[src/rtl/prio_irq_encoder.sv]
// Registered priority encoder: rising edges on request lines latch pending bits.
// The winner is offered on a valid/ready port, and the handshake clears that bit.
module prio_irq_encoder #(
    parameter int N       = 8,
    parameter int RR_MODE = 0,
    parameter int IDX_W   = $clog2(N)
) (
    input  logic             clk,
    input  logic             rst_n,
    input  logic [N-1:0]     req_i,
    input  logic [N-1:0]     mask_i,
    input  logic             clr_all_i,
    output logic             out_valid,
    input  logic             out_ready,
    output logic [IDX_W-1:0] out_idx,
    output logic             out_multi,
    output logic [N-1:0]     pending_o
);

    typedef enum logic {S_IDLE, S_PRESENT} state_t;

    localparam logic [N-1:0] ONE = N'(1);

    state_t           r_state;
    state_t           w_state_nxt;
    logic [N-1:0]     r_req_q;
    logic [N-1:0]     r_pend;
    logic [N-1:0]     w_pend_nxt;
    logic [N-1:0]     w_edge;
    logic [N-1:0]     w_ack;
    logic [N-1:0]     w_elig;
    logic [N-1:0]     w_lo;
    logic [IDX_W-1:0] r_idx;
    logic [IDX_W-1:0] w_idx_nxt;
    logic [IDX_W-1:0] r_rr_last;
    logic [IDX_W-1:0] w_rr_nxt;
    logic [IDX_W-1:0] w_sel;
    logic             r_multi;
    logic             w_multi_nxt;
    logic             w_hs;
    logic             w_any;
    logic             w_many;

    function automatic logic [IDX_W-1:0] f_top(input logic [N-1:0] v);
        logic [IDX_W-1:0] res;
        res = '0;
        for (int i = 0; i < N; i++) begin
            if (v[i]) res = IDX_W'(i);
        end
        return res;
    endfunction

    assign w_edge = req_i & ~r_req_q;
    assign w_hs   = (r_state == S_PRESENT) && out_ready;
    assign w_ack  = w_hs ? (ONE << r_idx) : '0;
    assign w_elig = r_pend & ~mask_i & ~w_ack;
    assign w_any  = |w_elig;
    assign w_many = |(w_elig & (w_elig - ONE));

    // Round-robin: indices below rr_last come first (descending), then the
    // rest descending, which leaves rr_last itself as the last candidate.
    always_comb begin
        w_lo = '0;
        for (int i = 0; i < N; i++) begin
            w_lo[i] = w_elig[i] && (IDX_W'(i) < r_rr_last);
        end
    end

    assign w_sel = (RR_MODE != 0 && (|w_lo)) ? f_top(w_lo) : f_top(w_elig);

    always_comb begin
        w_state_nxt = r_state;
        w_idx_nxt   = r_idx;
        w_multi_nxt = r_multi;
        w_pend_nxt  = (r_pend & ~w_ack) | w_edge;
        w_rr_nxt    = w_hs ? r_idx : r_rr_last;
        if (clr_all_i) begin
            w_pend_nxt  = '0;
            w_state_nxt = S_IDLE;
        end else begin
            unique case (r_state)
                S_IDLE: begin
                    if (w_any) begin
                        w_idx_nxt   = w_sel;
                        w_multi_nxt = w_many;
                        w_state_nxt = S_PRESENT;
                    end
                end
                S_PRESENT: begin
                    if (w_hs) begin
                        if (w_any) begin
                            w_idx_nxt   = w_sel;
                            w_multi_nxt = w_many;
                        end else begin
                            w_state_nxt = S_IDLE;
                        end
                    end
                end
                default: w_state_nxt = S_IDLE;
            endcase
        end
    end

    always_ff @(posedge clk or negedge rst_n) begin
        if (!rst_n) begin
            r_state   <= S_IDLE;
            r_req_q   <= '0;
            r_pend    <= '0;
            r_idx     <= '0;
            r_multi   <= 1'b0;
            r_rr_last <= '0;
        end else begin
            r_state   <= w_state_nxt;
            r_req_q   <= req_i;
            r_pend    <= w_pend_nxt;
            r_idx     <= w_idx_nxt;
            r_multi   <= w_multi_nxt;
            r_rr_last <= w_rr_nxt;
        end
    end

    assign out_valid = (r_state == S_PRESENT);
    assign out_idx   = r_idx;
    assign out_multi = r_multi;
    assign pending_o = r_pend;

endmodule

[config.mk]
export PLATFORM = sky130hd
export DESIGN_NAME = prio_irq_encoder
export DESIGN_NICKNAME = d
export VERILOG_FILES = /design/src/rtl/prio_irq_encoder.sv
export SDC_FILE = /design/constraint.sdc
export NUM_CORES = 1
export LEC_CHECK = 0
export ABC_AREA = 1
export BUFFER_PORTS_ARGS = -buffer_cell sky130_fd_sc_hd__buf_2
export CAP_MARGIN = 20
export CORE_UTILIZATION = 50
export CTS_CLUSTER_DIAMETER = 100
export CTS_CLUSTER_SIZE = 28
export DETAILED_ROUTE_END_ITERATION = 16
export GPL_TIMING_DRIVEN = 1
export PLACE_DENSITY = 0.77
export SYNTH_ARGS = -nofsm -noshare
export SYNTH_HDL_FRONTEND = slang
export SYNTH_SLANG_ARGS = --single-unit
[constraint.sdc]
create_clock -name clk -period 1.5 [get_ports clk]
set_input_delay 0.225 -clock clk [delete_from_list [all_inputs] [get_ports clk]]
set_output_delay 0.225 -clock clk [all_outputs]
set_load 0.02 [all_outputs]
==> results of run 1 <==
## sequential cells by signal, summed over array words and instances (netlist names)
name / count
r_req_q: 8
pending_o: 8
out_multi: 1
out_idx: 3
out_valid: 1
## Yosys cell counts (3+ instances only)
cell and instances:
nand2_1 41, inv_1 28, dfrtp_1 21, nor2_1 13, a21oi_1 11, nand2_2 8
o21ai_0 5, nand2_4 4, nor2_2 3, nor2_4 3
## metrics by stage
| stage | power [mW] | setup slack, ps |
|---|---|---|
| 2_1_floorplan | 0.999 | 12.6 |
| 3_3_place_gp | 1.13 | -6.67 |
| 3_5_place_dp | 1.15 | -63.0 |
| 4_1_cts | 1.47 | -22.7 |
| 5_1_grt | 1.64 | -187 |
| 6_report | 1.55 | -74.6 |
## cells by family (layout without fill, tap and decap cells)
kind of cell    count (synthesis)  after routing  synth area share [%]
simple gates                   75             75                  32.4
compound gates                 23             23                  12.4
flops                          21             21                  45.8
buf+inv                        29             78                  9.48
## worst max-delay path by stage
stage	endpoint	slack (ps)	from
2_1_floorplan	out_valid	10	out_idx[1]
3_3_place_gp	out_idx[0]	-7	out_idx[0]
3_5_place_dp	out_multi	-60	out_idx[1]
4_1_cts	out_multi	-20	out_valid
5_1_grt	out_idx[0]	-190	out_idx[1]
6_report	out_multi	-70	out_idx[0]
## cell type report
| cell class | count | area, um^2 | area share [%] |
|---|---|---|---|
| clock buffers | 3 | 22.5 | 1.46 |
| clock inverters | 1 | 5.00 | 0.323 |
| inverters | 28 | 105 | 6.79 |
| multi-input cells | 98 | 583 | 37.7 |
| flip-flops and latches | 21 | 531 | 34.3 |
| well taps | 27 | 33.8 | 2.18 |
| repair buffers | 46 | 268 | 17.3 |
## where the power goes
part           total (mW)  internal, mW  switching (mW)
Clock               0.284        0.0999           0.184
Sequential          0.717         0.634          0.0834
Combinational       0.553         0.215           0.338
## routing by layer
metal | global-route usage (%) | wire, um | up-vias
li1 | - | - | 550
met2 | 39.0 | 1380 | 52
met5 | 0 | 0 | -
met4 | 15.2 | 90 | 0
met3 | 4.63 | 153 | 11
met1 | 25.6 | 1130 | 513
## what timing repair did
| item | 4_1_cts | 5_1_grt |
|---|---|---|
| resized for setup | 10 | 15 |
| endpoints found under the hold margin | 21 | 0 |
| hold buffers | 1 | 0 |
| endpoints found under the setup margin | 5 | 5 |
| buffers inserted | 5 | 6 |
| pin swaps | 7 | 10 |
==> flow_summary_export.csv, run 1 <==
group,metric,value,unit
timing,finClkSkew,2.67,ps
pwr,peakVddDrop,816,uV
pwr,power.density,1000,nW/um^2
placed_design,hpwl,1880,um
timing,setup_violations,5,
logic_synthesis,synth_top_area_share,45.8,%
die,ios,33,
clocking,clock-sinks,21,
setup_path,crit_buf_inv,2,
logic_synthesis,synthCells,148,
routing,via_count,1126,
finish,layout_commonest_cell,"nand2_1",
logic_synthesis,yosys_warnings,0,
timing,fin_tns_setup,-247,ps
outcome,violations,"negative setup slack",
finish,n_antenna_cell,0,
die,num_rows,16,
setup_path,crit_path_start_kind,"register",
timing,tightest_slew,473,ps
timing,hold_slack,22.3,ps
setup_path,crit_type,"register to register",
setup_path,cp.arrival,1790,ps
global_routing,gr-total-overflow,0,
finish,final_cell_mix,"34 x nand2_1, 32 x buf_2, 25 x inv_1, 17 x dfrtp_1, 13 x buf_4",
timing,final_max_slew_viol_count,0,
logic_synthesis,synth_nets,168,
timing,slew_headroom,68.5,%
routing,wl,2760,um
setup_path,r2r_slack,-70,ps
clocking,cts_made_buffers,3,
global_routing,grt_usage,22.9,%
logic_synthesis,netlist-cell-type-count,21,
setup_path,crit_top_cell,"nand2_1",
timing,rsz0062_at_grt,"yes",
global_routing,grt_pass1_vias,1018,
timing,fmax,0.635,GHz
finish,area_delta_synth_final,34.7,%
placed_design,dp_cells,208,
logic_synthesis,ys_ff_latch,21,
finish,postLayoutCoreUtil,75.1,%
setup_path,worstPathRequired,1720,ps
global_routing,grt_max_degree,22,
placed_design,io_buffers,32,
logic_synthesis,yosysSeqAreaShare,45.8,%
finish,fill_cells,152,
logic_synthesis,ys.flop_type,"dfrtp_1",
routing,first_pass_iters,4,
clocking,clock_latency,310,ps
clocking,htree_levels,1,
setup_path,r2r-end,"out_multi",
logic_synthesis,synth_edf_count,0,
clocking,cts_tree,"yes",
setup_path,r2r_cells,11,
clocking,cts.clk_slew.worst_paths,120,ps
global_routing,antenna_found_initial,0,
setup_path,critPathMaxFanout,6,
global_routing,grt_pass1_wl,4210,um
setup_path,worstPathCellList,"inv_2 > nand2_2 > o21ai_2 > buf_4 > nand2_1 > nor2_1 > nand2_1 > nand2_1 > nand2_1 > nor2_2 > a21oi_2",
setup_path,max_stage_delay,490,ps
timing,finalCriticalPeriod,1570,ps
setup_path,cp_top_family,"simple AND/OR/NAND/NOR gates",
routing,remaining_drc_errors,0,
placed_design,place_area,1360,um^2
die,die_w,49.9,um
hold_path,hold_path.class,"primary input to register",
die,dieArea,2490,um^2
setup_path,end_kind,"register",
finish,final_cells,224,
logic_synthesis,synth_area_per_cell,7.76,um^2
die,start_util,55.7,%
pwr,power_leakage,0.855,nW
clocking,cts.path.max_buffers,2,
routing,drt_iter0_drc,30,
logic_synthesis,synth_top_cell_by_area,"dfrtp_1",
routing,ant_nets,0,
routing,wl_per_cell,12.3,um
hold_path,min_to,"r_req_q[3]",
timing,fin_crit_sh,105,%
setup_path,slowest_stage,"dfrtp_2",
finish,layout.nets,218,
die,core,2060,um^2
logic_synthesis,async_flop_share,100,%
timing,finalHoldViolCount,0,
logic_synthesis,synth_area_leaders,"dfrtp_1 46%, nand2_1 13%, inv_1 9.2%, a21oi_1 4.8%, nand2_2 4.4%",
placed_design,gp_congestion,0.850,
finish,stdcell_area,1550,um^2
routing,drt-vias-per-instance,5.03,
job,drv_cap,0,
setup_path,cp.depth,11,
hold_path,hold_depth,1,
timing,worst_slack,-74.6,ps
logic_synthesis,netlist_area,1150,um^2
outcome,status,"complete, but fails checks",
setup_path,r2r_start,"out_idx[0]",
hold_path,hp-start,"req_i[3]",
clocking,root_buffer,"clkbuf_4",
finish,drive_gt1_share,46.7,%
die,die_h,49.9,um
Power figures use the tool's default switching activity.
==> inputs of run 2 (changes only) <==
SETUP_SLACK_MARGIN = 0.5   (was unset)
==> run 2 against run 1 <==
Compared with the run above: the flow still finishes with violations (negative setup slack); clock power is 6% higher; final cell count up 1.3%; sequential share of layout area decreased by 2.8 points; setup slack got worse by 46 ps; non-clock buffer count rose by 3; global-route usage is 1.6 points higher; routed wire length grew 14%; first-iteration DRC count fell by 23%; largest cell class unchanged; largest power group is now combinational cells.
==> flow_summary_export.csv, run 2 (synthesis gave the netlist of run 1 again) <==
group,metric,value,unit
outcome,status,"complete, but fails checks",
outcome,violations,"negative setup slack",
timing,final_max_slew_viol_count,0,
clocking,cts.path.max_buffers,2,
setup_path,r2r_slack,-120,ps
setup_path,crit_path_start_kind,"register",
timing,finalHoldViolCount,0,
clocking,clock-sinks,21,
placed_design,dp_cells,208,
timing,worst_slack,-121,ps
pwr,power_leakage,0.899,nW
routing,drt-vias-per-instance,5.08,
routing,via_count,1153,
clocking,cts.clk_slew.worst_paths,140,ps
finish,layout.nets,221,
pwr,peakVddDrop,698,uV
setup_path,end_kind,"register",
setup_path,crit_type,"register to register",
placed_design,place_area,1360,um^2
global_routing,grt_pass1_wl,4540,um
clocking,clock_latency,310,ps
setup_path,slowest_stage,"dfrtp_2",
hold_path,min_to,"r_req_q[3]",
placed_design,gp_congestion,0.854,
global_routing,antenna_found_initial,0,
die,core,2060,um^2
pwr,power.density,1050,nW/um^2
hold_path,hold_path.class,"primary input to register",
placed_design,hpwl,1950,um
timing,finalCriticalPeriod,1620,ps
routing,remaining_drc_errors,0,
clocking,htree_levels,1,
finish,n_antenna_cell,0,
die,die_w,49.9,um
die,start_util,55.7,%
finish,final_cells,227,
finish,layout_commonest_cell,"nand2_1",
timing,tightest_slew,480,ps
setup_path,crit_top_cell,"inv_1",
die,num_rows,16,
timing,fmax,0.617,GHz
placed_design,io_buffers,32,
hold_path,hold_depth,1,
die,dieArea,2490,um^2
timing,setup_violations,5,
setup_path,worstPathCellList,"inv_1 > nor2_2 > nand2_1 > nand3_2 > nand2_2 > nor2_4 > nand2_4 > a21oi_2 > or2_1 > inv_1",
setup_path,critPathMaxFanout,5,
global_routing,grt_usage,24.5,%
clocking,cts_made_buffers,3,
global_routing,grt_max_degree,22,
clocking,root_buffer,"clkbuf_4",
finish,stdcell_area,1690,um^2
setup_path,worstPathRequired,1720,ps
die,ios,33,
finish,drive_gt1_share,49.5,%
finish,final_cell_mix,"32 x nand2_1, 24 x inv_1, 19 x buf_2, 18 x buf_6, 17 x dfrtp_1",
timing,finClkSkew,2.86,ps
clocking,cts_tree,"yes",
timing,rsz0062_at_grt,"yes",
global_routing,grt_pass1_vias,1035,
timing,fin_crit_sh,108,%
setup_path,r2r_cells,10,
global_routing,gr-total-overflow,0,
hold_path,hp-start,"req_i[3]",
routing,first_pass_iters,6,
setup_path,cp.arrival,1840,ps
job,drv_cap,0,
setup_path,r2r-end,"out_valid",
routing,wl_per_cell,13.8,um
finish,area_delta_synth_final,46.8,%
die,die_h,49.9,um
routing,ant_nets,0,
setup_path,max_stage_delay,460,ps
routing,wl,3140,um
setup_path,r2r_start,"out_idx[2]",
timing,slew_headroom,68.0,%
routing,drt_iter0_drc,23,
-- run 2: changes by cell type in the layout (fill, tap and decap cells not counted), sizes merged --
cell / previous run / this run
buf: 45 / 48
clkinv: 1 / 0
clkinvlp: 0 / 1
-- run 2: worst max path at each step --
stage | from | endpoint | slack, ps
floorplan | out_valid | out_multi | 60
global placement | out_idx[0] | out_idx[0] | -2
detailed placement | out_idx[0] | out_valid | -60
CTS | out_valid | out_valid | -10
global route | out_idx[2] | out_valid | -190
finish | out_idx[2] | out_valid | -120
-- run 2: timing repair --
| item | CTS | global route |
|---|---|---|
| pin swaps | 10 | 14 |
| gates resized for setup | 36 | 27 |
| hold buffers | 1 | 0 |
| endpoints found under the hold margin | 21 | 0 |
| setup endpoints to repair | 20 | 26 |
| setup buffers | 6 | 8 |
-- run 2: final cells by class --
type | count | area, um^2
timing repair buffer | 49 | 390
tap | 27 | 33.8
inverter | 28 | 105
clock buffer | 3 | 22.5
multi-input combinational | 98 | 597
sequential | 21 | 531
fill | 136 | 375
clock inverter | 1 | 7.51
-- run 2: metrics by stage --
stage | utilization, % | power [mW] | hold WS [ps] | setup TNS, ps | setup slack (ps)
finish | 81.8 | 1.78 | 19.5 | -304 | -121
global route | 81.8 | 1.86 | 4.74 | -743 | -189
CTS | 75.0 | 1.58 | 23.6 | -26.9 | -13.0
detailed placement | 65.9 | 1.15 | 209 | -106 | -62.8
global placement | 65.9 | 1.14 | 196 | -1.55 | -1.55
floorplan | - | 1.00 | -70.6 | 0 | 57.5
-- run 2: where the power goes --
part | internal (mW) | switching, mW | total (mW) | leakage [nW]
clock | 0.102 | 0.199 | 0.301 | 0.0139
combinational | 0.355 | 0.399 | 0.754 | 0.631
sequential | 0.634 | 0.0878 | 0.722 | 0.255
-- run 2: critical path, delay by kind of cell, from the launching register on --
family / cells / cell delay [ps]
flops: 1 / 460
buf+inv: 2 / 140
compound gates: 1 / 120
simple gates: 7 / 810
-- run 2: routing by layer --
metal | vias to the layer above | GRT usage (%) | wire, um
li1 | 555 | - | -
met5 | - | 0 | 0
met4 | 0 | 6.19 | 63
met2 | 48 | 45.0 | 1670
met3 | 11 | 4.32 | 145
met1 | 539 | 28.9 | 1260
